File: config.mk
export PLATFORM = sky130hd
export DESIGN_NAME = instr_fetch
export DESIGN_NICKNAME = d
export VERILOG_FILES = /design/src/rtl/ifetch_pkg.sv /design/src/rtl/ifetch_skid.sv /design/src/rtl/instr_fetch.sv
export SDC_FILE = /design/constraint.sdc
export NUM_CORES = 1
export LEC_CHECK = 0
export ABC_AREA = 1
export CAP_MARGIN = 15
export CORE_ASPECT_RATIO = 1.25
export CORE_MARGIN = 2
export CORE_UTILIZATION = 30
export DETAILED_ROUTE_END_ITERATION = 8
export GPL_TIMING_DRIVEN = 0
export PLACE_DENSITY_LB_ADDON = 0.05
export SKIP_LAST_GASP = 1
export SYNTH_ARGS = -nofsm -noshare
export SYNTH_HDL_FRONTEND = slang
export SYNTH_HIERARCHICAL = 1
export SYNTH_SLANG_ARGS = --single-unit
File: constraint.sdc
create_clock -name clk -period 1.86 [get_ports clk]
set_input_delay 0.558 -clock clk [delete_from_list [all_inputs] [get_ports clk]]
set_output_delay 0.558 -clock clk [all_outputs]
set_load 0.01 [all_outputs]
File: src/rtl/ifetch_pkg.sv
// ifetch_pkg: shared constants, fetch FSM state type and instruction
// field helpers for the instruction fetch sequencer.
package ifetch_pkg;

    localparam int ADDR_W_DEF  = 8;
    localparam int INSTR_W_DEF = 16;

    localparam logic [3:0] OPC_JUMP = 4'd9;
    localparam logic [3:0] OPC_HALT = 4'hF;

    typedef enum logic [1:0] {
        BOOT     = 2'd0,
        RUN      = 2'd1,
        REDIRECT = 2'd2,
        HALT     = 2'd3
    } fetch_state_t;

    function automatic logic [3:0] get_opcode(input logic [15:0] word);
        return word[15:12];
    endfunction

    function automatic logic [7:0] get_offset(input logic [15:0] word);
        return word[7:0];
    endfunction

endpackage

File: src/rtl/ifetch_skid.sv
// ifetch_skid: one-entry holding slot for a fetched {instr, pc} pair.
// A push and a pop may happen in the same cycle.
module ifetch_skid #(
    parameter int W = 24
) (
    input  logic         clk,
    input  logic         rst,
    input  logic         in_valid,
    output logic         in_ready,
    input  logic [W-1:0] in_data,
    output logic         out_valid,
    input  logic         out_ready,
    output logic [W-1:0] out_data
);

    logic         full;
    logic [W-1:0] data;

    assign in_ready  = !full || out_ready;
    assign out_valid = full;
    assign out_data  = data;

    // Slot occupancy and payload; a simultaneous pop frees room for the push.
    always_ff @(posedge clk or negedge rst) begin
        if (!rst) begin
            full <= 1'b0;
            data <= '0;
        end else begin
            if (in_valid && in_ready) begin
                full <= 1'b1;
                data <= in_data;
            end else if (out_valid && out_ready) begin
                full <= 1'b0;
            end
        end
    end

endmodule

File: src/rtl/instr_fetch.sv
// instr_fetch: requesting side of the synchronous instruction-ROM port.
// Issues addresses, captures the returned word one cycle later, resolves
// relative jumps (opcode 9) at capture and hands words to decode.
// Optional feature: define IFETCH_HALT_EN to make opcode 4'hF a HALT.
//
// Handshake: a word transfers to decode on a rising edge where
// instr_valid && instr_ready; instr_valid never waits on instr_ready, and
// while it is high and not accepted instr/instr_pc/opcode hold steady.
module instr_fetch
    import ifetch_pkg::*;
#(
    parameter int ADDR_W  = ADDR_W_DEF,
    parameter int INSTR_W = INSTR_W_DEF
) (
    input  logic               clk,
    input  logic               rst,
    output logic [ADDR_W-1:0]  pc_out,
    input  logic [INSTR_W-1:0] rom_data,
    output logic [INSTR_W-1:0] instr,
    output logic [ADDR_W-1:0]  instr_pc,
    output logic [3:0]         opcode,
    output logic               instr_valid,
    input  logic               instr_ready,
    output logic               halted,
    output fetch_state_t       fetch_state
);

    localparam int SKID_W = INSTR_W + ADDR_W;

    fetch_state_t      state;
    logic              inflight_valid;
    logic [ADDR_W-1:0] inflight_pc;
    logic              discard;

    logic              live;
    logic              accept;
    logic              out_free;
    logic              load_skid;
    logic              load_rom;
    logic              skid_push_req;
    logic              skid_push;
    logic              skid_next_full;
    logic              cap_jump;
    logic              issue;
    logic [ADDR_W-1:0] jump_target;

    logic              skid_valid;
    logic              skid_in_ready;
    logic [SKID_W-1:0] skid_out_data;

    logic              halt_block;
    logic              cap_halt;
    logic              halt_take;

    assign opcode      = get_opcode(instr);
    assign fetch_state = state;

    // Routing of the returning ROM word and the issue decision for this edge.
    always_comb begin
        live           = inflight_valid && !discard;
        accept         = instr_valid && instr_ready;
        out_free       = !instr_valid || accept;
        // The skid word is older than anything coming from the ROM, so it goes first.
        load_skid      = skid_valid && out_free;
        load_rom       = live && out_free && !skid_valid;
        skid_push_req  = live && !load_rom;
        skid_push      = skid_push_req && skid_in_ready;
        skid_next_full = skid_push || (skid_valid && !load_skid);
        cap_jump       = live && (get_opcode(rom_data) == OPC_JUMP);
        jump_target    = inflight_pc + ADDR_W'(get_offset(rom_data));
        // Only issue when the word coming back next cycle is guaranteed a home.
        issue          = !skid_next_full && !halt_block;
    end

`ifdef IFETCH_HALT_EN
    logic halt_pend;

    // HALT capture stops issue; acceptance of the HALT word ends fetching.
    always_comb begin
        cap_halt   = live && (get_opcode(rom_data) == OPC_HALT);
        halt_take  = halt_pend && accept && (get_opcode(instr) == OPC_HALT);
        halt_block = halt_pend || cap_halt || (state == HALT);
    end

    // Pending-halt flag and the sticky halted indication.
    always_ff @(posedge clk or negedge rst) begin
        if (!rst) begin
            halt_pend <= 1'b0;
            halted    <= 1'b0;
        end else begin
            if (cap_halt) begin
                halt_pend <= 1'b1;
            end
            if (halt_take) begin
                halted <= 1'b1;
            end
        end
    end
`else
    assign cap_halt   = 1'b0;
    assign halt_take  = 1'b0;
    assign halt_block = 1'b0;
    assign halted     = 1'b0;
`endif

    ifetch_skid #(
        .W (SKID_W)
    ) u_skid (
        .clk       (clk),
        .rst       (rst),
        .in_valid  (skid_push_req),
        .in_ready  (skid_in_ready),
        .in_data   ({rom_data, inflight_pc}),
        .out_valid (skid_valid),
        .out_ready (out_free),
        .out_data  (skid_out_data)
    );

    // Fetch FSM with PC, in-flight tracking and the decode output register.
    always_ff @(posedge clk or negedge rst) begin
        if (!rst) begin
            state          <= BOOT;
            pc_out         <= '0;
            inflight_valid <= 1'b0;
            inflight_pc    <= '0;
            discard        <= 1'b0;
            instr          <= '0;
            instr_pc       <= '0;
            instr_valid    <= 1'b0;
        end else begin
            // Output register
            if (halt_take) begin
                instr_valid <= 1'b0;
            end else if (load_skid) begin
                {instr, instr_pc} <= skid_out_data;
                instr_valid       <= 1'b1;
            end else if (load_rom) begin
                instr       <= rom_data;
                instr_pc    <= inflight_pc;
                instr_valid <= 1'b1;
            end else if (accept) begin
                instr_valid <= 1'b0;
            end

            // The ROM samples pc_out on every edge; only issued reads are tracked.
            inflight_valid <= issue;
            if (issue) begin
                inflight_pc <= pc_out;
            end
            // The word read behind a jump or HALT is on the wrong path.
            discard <= cap_jump || cap_halt;

            if (cap_jump) begin
                pc_out <= jump_target;
            end else if (issue) begin
                pc_out <= pc_out + ADDR_W'(1);
            end

            case (state)
                BOOT: begin
                    state <= RUN;
                end
                RUN: begin
                    if (halt_take) begin
                        state <= HALT;
                    end else if (cap_jump) begin
                        state <= REDIRECT;
                    end
                end
                REDIRECT: begin
                    if (halt_take) begin
                        state <= HALT;
                    end else begin
                        state <= RUN;
                    end
                end
                HALT: begin
                    state <= HALT;
                end
            endcase
        end
    end

    // A word headed for the skid slot must always find it free.
    a_skid_room: assert property (@(posedge clk) disable iff (!rst)
        skid_push_req |-> skid_in_ready);

    // A stalled word stays put until decode takes it.
    a_stall_stable: assert property (@(posedge clk) disable iff (!rst)
        (instr_valid && !instr_ready) |=> (instr_valid && $stable(instr_pc) && $stable(instr)));

endmodule

==> results of run 1 <==
power breakdown:
part           switching (mW)  internal, mW  leakage, nW  total [mW]
sequential              0.553          2.27        0.847        2.82
combinational            2.68          2.29         1.36        4.97
clock                   0.643          1.28        0.166        1.93
total                    3.88          5.85         2.37        9.73
area by class of cell:
cell class | instances | area (µm²) | share of cell area (%)
multi-input cells | 302 | 1679 | 33.38
well taps | 161 | 201.4 | 4.005
flip-flops and latches | 70 | 1754 | 34.88
clock inverters | 3 | 65.06 | 1.294
inverters | 31 | 130.1 | 2.587
plain buffers | 25 | 219.0 | 4.353
clock buffers | 13 | 270.3 | 5.373
repair buffers | 71 | 710.7 | 14.13
stage by stage:
stage               setup slack [ns]  total power, mW  hold slack (ns)  TNS [ns]  cell area (µm²)
floorplan                    0.02584            5.552           0.2624         0             3616
global placement              -2.485            7.317           0.4478   -197.42             4388
detailed placement           -0.8363            7.381           0.4534    -23.78             4413
CTS                         -0.04453            9.630           0.1054   -0.5194             4908
global route                -0.04103            10.54           0.1153   -0.2417             5030
finish                       0.03933            9.725           0.1057         0             5030
state kept, by name (all words and copies together), names as in the netlist:
name and cells:
instr 16, u_skid/out_data 24, instr_pc 8, inflight_valid 1, instr_valid 1, discard 1, inflight_pc 8, fetch_state 2
pc_out 8, u_skid/out_valid 1
worst min path at each step:
| stage | start | end | slack (ns) | depth (start not counted) |
|---|---|---|---|---|
| after floorplan | rst | discard | 0.26 | 0 |
| after global placement | u_skid/out_data[10] | u_skid/out_data[10] | 0.45 | 2 |
| after detailed placement | u_skid/out_data[21] | u_skid/out_data[21] | 0.45 | 2 |
| after CTS | rst | instr[8] | 0.11 | 1 |
| after global routing | rst | instr[8] | 0.12 | 1 |
| final | rst | instr[8] | 0.11 | 1 |
kinds of logic after synthesis:
logic type,synth area share (%)
simple gates,24.86
compound gates,13.75
flops,48.48
buf+inv,8.518
fa+ha+maj,3.324
xor+xnor,0.9697
other cells,0.1038
per-layer routing:
metal	part of all wire [%]	vias up	global-route usage, %
met4	1.5	0	6.118
li1	-	1569	-
met3	2.4	10	2.039
met1	46	1509	23.49
met2	50	58	29.06
met5	0	-	0
placed cells by master (no fill, tap or decap), types with 2 or more instances in the layout:
cell type        count
nand2_2             11
dlymetal6s2s_1       5
clkbuf_1             5
clkbuf_16           10
ha_4                 6
a21oi_1             29
inv_4                2
clkbuf_8             3
nor2_1               9
inv_2                4
nand2_8              4
nand4_1              2
buf_6                5
o21ai_1             15
o211ai_1             2
nand3_1             42
nand3_2              2
dfrtp_2              2
a21oi_2              2
buf_4               21
dlygate4sd2_1        8
clkbuf_2             2
nand2_1            118
bufinv_16            2
inv_1               23
o21ai_0             43
clkdlybuf4s50_1     41
xor2_1               3
ha_1                 2
dfrtp_1             68
buf_2                3
buf_8                4
what timing repair did:
item                       in CTS  in global routing
setup endpoints to repair      28                 49
gates resized for setup        32                 26
pin swaps                       2                  1
cloned                          0                  1
buffers inserted               10                  2
worst reg2reg max path: cells and delay by family, from the launching register on:
kind / cells / cell delay, ns
and+or+nand+nor: 7 / 0.65
adders and majority gates: 2 / 0.54
buffers and inverters: 1 / 0.05
DFF: 1 / 0.38
==> flow_summary.toml, run 1 <==
[status]
run_status = "completed"

[layout]
finish.utilization_pct = 43.10
filler_cell_count = 1222
drive_above_1_share_pct = 18.45
final_nets = 538
areaGrowthSynthToFinish_pct = 39.20
layoutNonFillerInstCount = 676
n_diodes = 0

[sta]
report.final.setup_viol = 0
maxClockFrequency_mhz = 549.2
max_slew.worst_pin.slew_ns = 0.5957
maxSlewViolCount = 0
finalWorstPathRequiredPeriod_ns = 1.821
grt_setup_unrepaired = "true"
min_period_over_period_pct = 97.89
timing_hold_violations_final = 0
finalClockSkew_ns = 0.005036
max_slew_margin_pct = 60.29

[synth]
sequential_element_share_of_the_synthesized_area_pct = 48.48
ys_dominant_reg_cell = "dfrtp_1"
synth_top_area_share_pct = 48.48
yosys.cell_count.top_type = "nand2_1"
synthArstFlopShare_pct = 100.0
netlist.top_cell.by_area = "dfrtp_1"
postSynthCellCount = 428
ys_warn_count = 6
number_of_enable_type_register_cells_in_the_synthesized_netlist = 0
netlist_area_um2 = 3613
synth_area_leaders = "dfrtp_1 48%, nand2_1 12%, o21ai_0 6.5%"
number_of_distinct_standard_cells_referenced_by_the_synthesized_netlist = 34
synthesis.area_per_instance_um2 = 8.443
synthTopCellsByCount = "119 x nand2_1, 70 x dfrtp_1, 47 x o21ai_0, 43 x nand3_1, 29 x a21oi_1"
ys_seq_elements = 70
mappedNetlistNets = 456

[die]
initial_utilization_pct = 30.96
die_area_um2 = 12940
coreArea_um2 = 11670
placementRows = 44
die_y_um = 126.7
pin_count = 59
die_w_um = 102.2

[worst_setup_path]
cp_slowest_stage_delay_ns = 0.47
critical_path_depth = 11
critPathSlowestCell = "clkdlybuf4s50_1"
cp.arrival_ns = 2.09
worst_path_most_repeated_cell = "nand2_2"
path_cells = "clkdlybuf4s50_1, inv_2, nand2_4, buf_6, nand2_2, and2_2, buf_4, nand2_8, buf_12, nand2_2, nand2_1"
worstSetupEndpointType = "register"
cp_data_required_time_ns = 2.13
cp_max_fo = 10
reg2regPathDepth = 10
critical_path.reg2reg.endpoint = "pc_out[6]"
critPathTopFamily = "buffers and inverters"
critical_path.startpoint_type = "input port"
crit_path_start = "instr_ready"
critical_path.reg2reg.startpoint = "inflight_pc[0]"
setup.worst_path.end = "u_skid/out_data[1]"
worstSetupPathType = "input port to register"
rrSetupSlack_ns = 0.14
crit_buf_inv = 5

[clock_tree]
clk_latency_ns = 0.33
clockBufferDepth = 2
cts_h_tree_depth = 3
clock-root-buffer = "clkbuf_16"
clkSlewWorstSetupHoldPaths_ns = 0.06
cts_hold_repair.buffers = 0
cts.sink_count = 70
tritoncts.num_buffers = 9
cts_tree = "done"

[run]
max_cap_violations = 0

[placement]
place_congestion = 0.8151
dpl.cell_count = 647
hpwl_um = 7416
port_buffers = 57

[global_routing]
globalRouteOverflowTotal = 0
global_route_wire_length_before_repair_um = 17150
antenna_found_initial = 0
maximum_number_of_pins_on_one_net_before_global_route_repair = 54
grtUsageTotal_pct = 17.51
first_global_vias = 3205

[route]
dr.pass1.iters = 4
drt-initial-drc-count = 101
detail_routed_net_length_per_standard_cell_um = 15.61
wl_um = 10550
detailroute.via_count = 3146
ant_nets = 0
via_per_inst = 4.654
drcViolationCount = 0

[power]
total_leakage_power_nw = 2.368
pd_cells_nw_per_um2 = 1934
ir_drop_mv = 0.6494

[worst_hold_path]
worstHoldPathType = "input port to asynchronous set/reset pin"
No activity file was read; power rests on OpenSTA's default activity.
==> run 2: changes to the inputs <==
--- a/config.mk
+++ b/config.mk
@@ -6,7 +6,6 @@
 export NUM_CORES = 1
 export LEC_CHECK = 0
 export ABC_AREA = 1
-export CAP_MARGIN = 15
 export CORE_ASPECT_RATIO = 1.25
 export CORE_MARGIN = 2
 export CORE_UTILIZATION = 30
==> results of run 2 <==
Final layout, timing and power as in run 1 (identical DEF).
==> run 3: changes to the inputs <==
--- a/config.mk
+++ b/config.mk
@@ -6,6 +6,7 @@
 export NUM_CORES = 1
 export LEC_CHECK = 0
 export ABC_AREA = 1
+export ABC_CLOCK_PERIOD_IN_PS = 1860
 export CORE_ASPECT_RATIO = 1.25
 export CORE_MARGIN = 2
 export CORE_UTILIZATION = 30
==> results of run 3 <==
Final layout, timing and power as in run 1 (identical DEF).
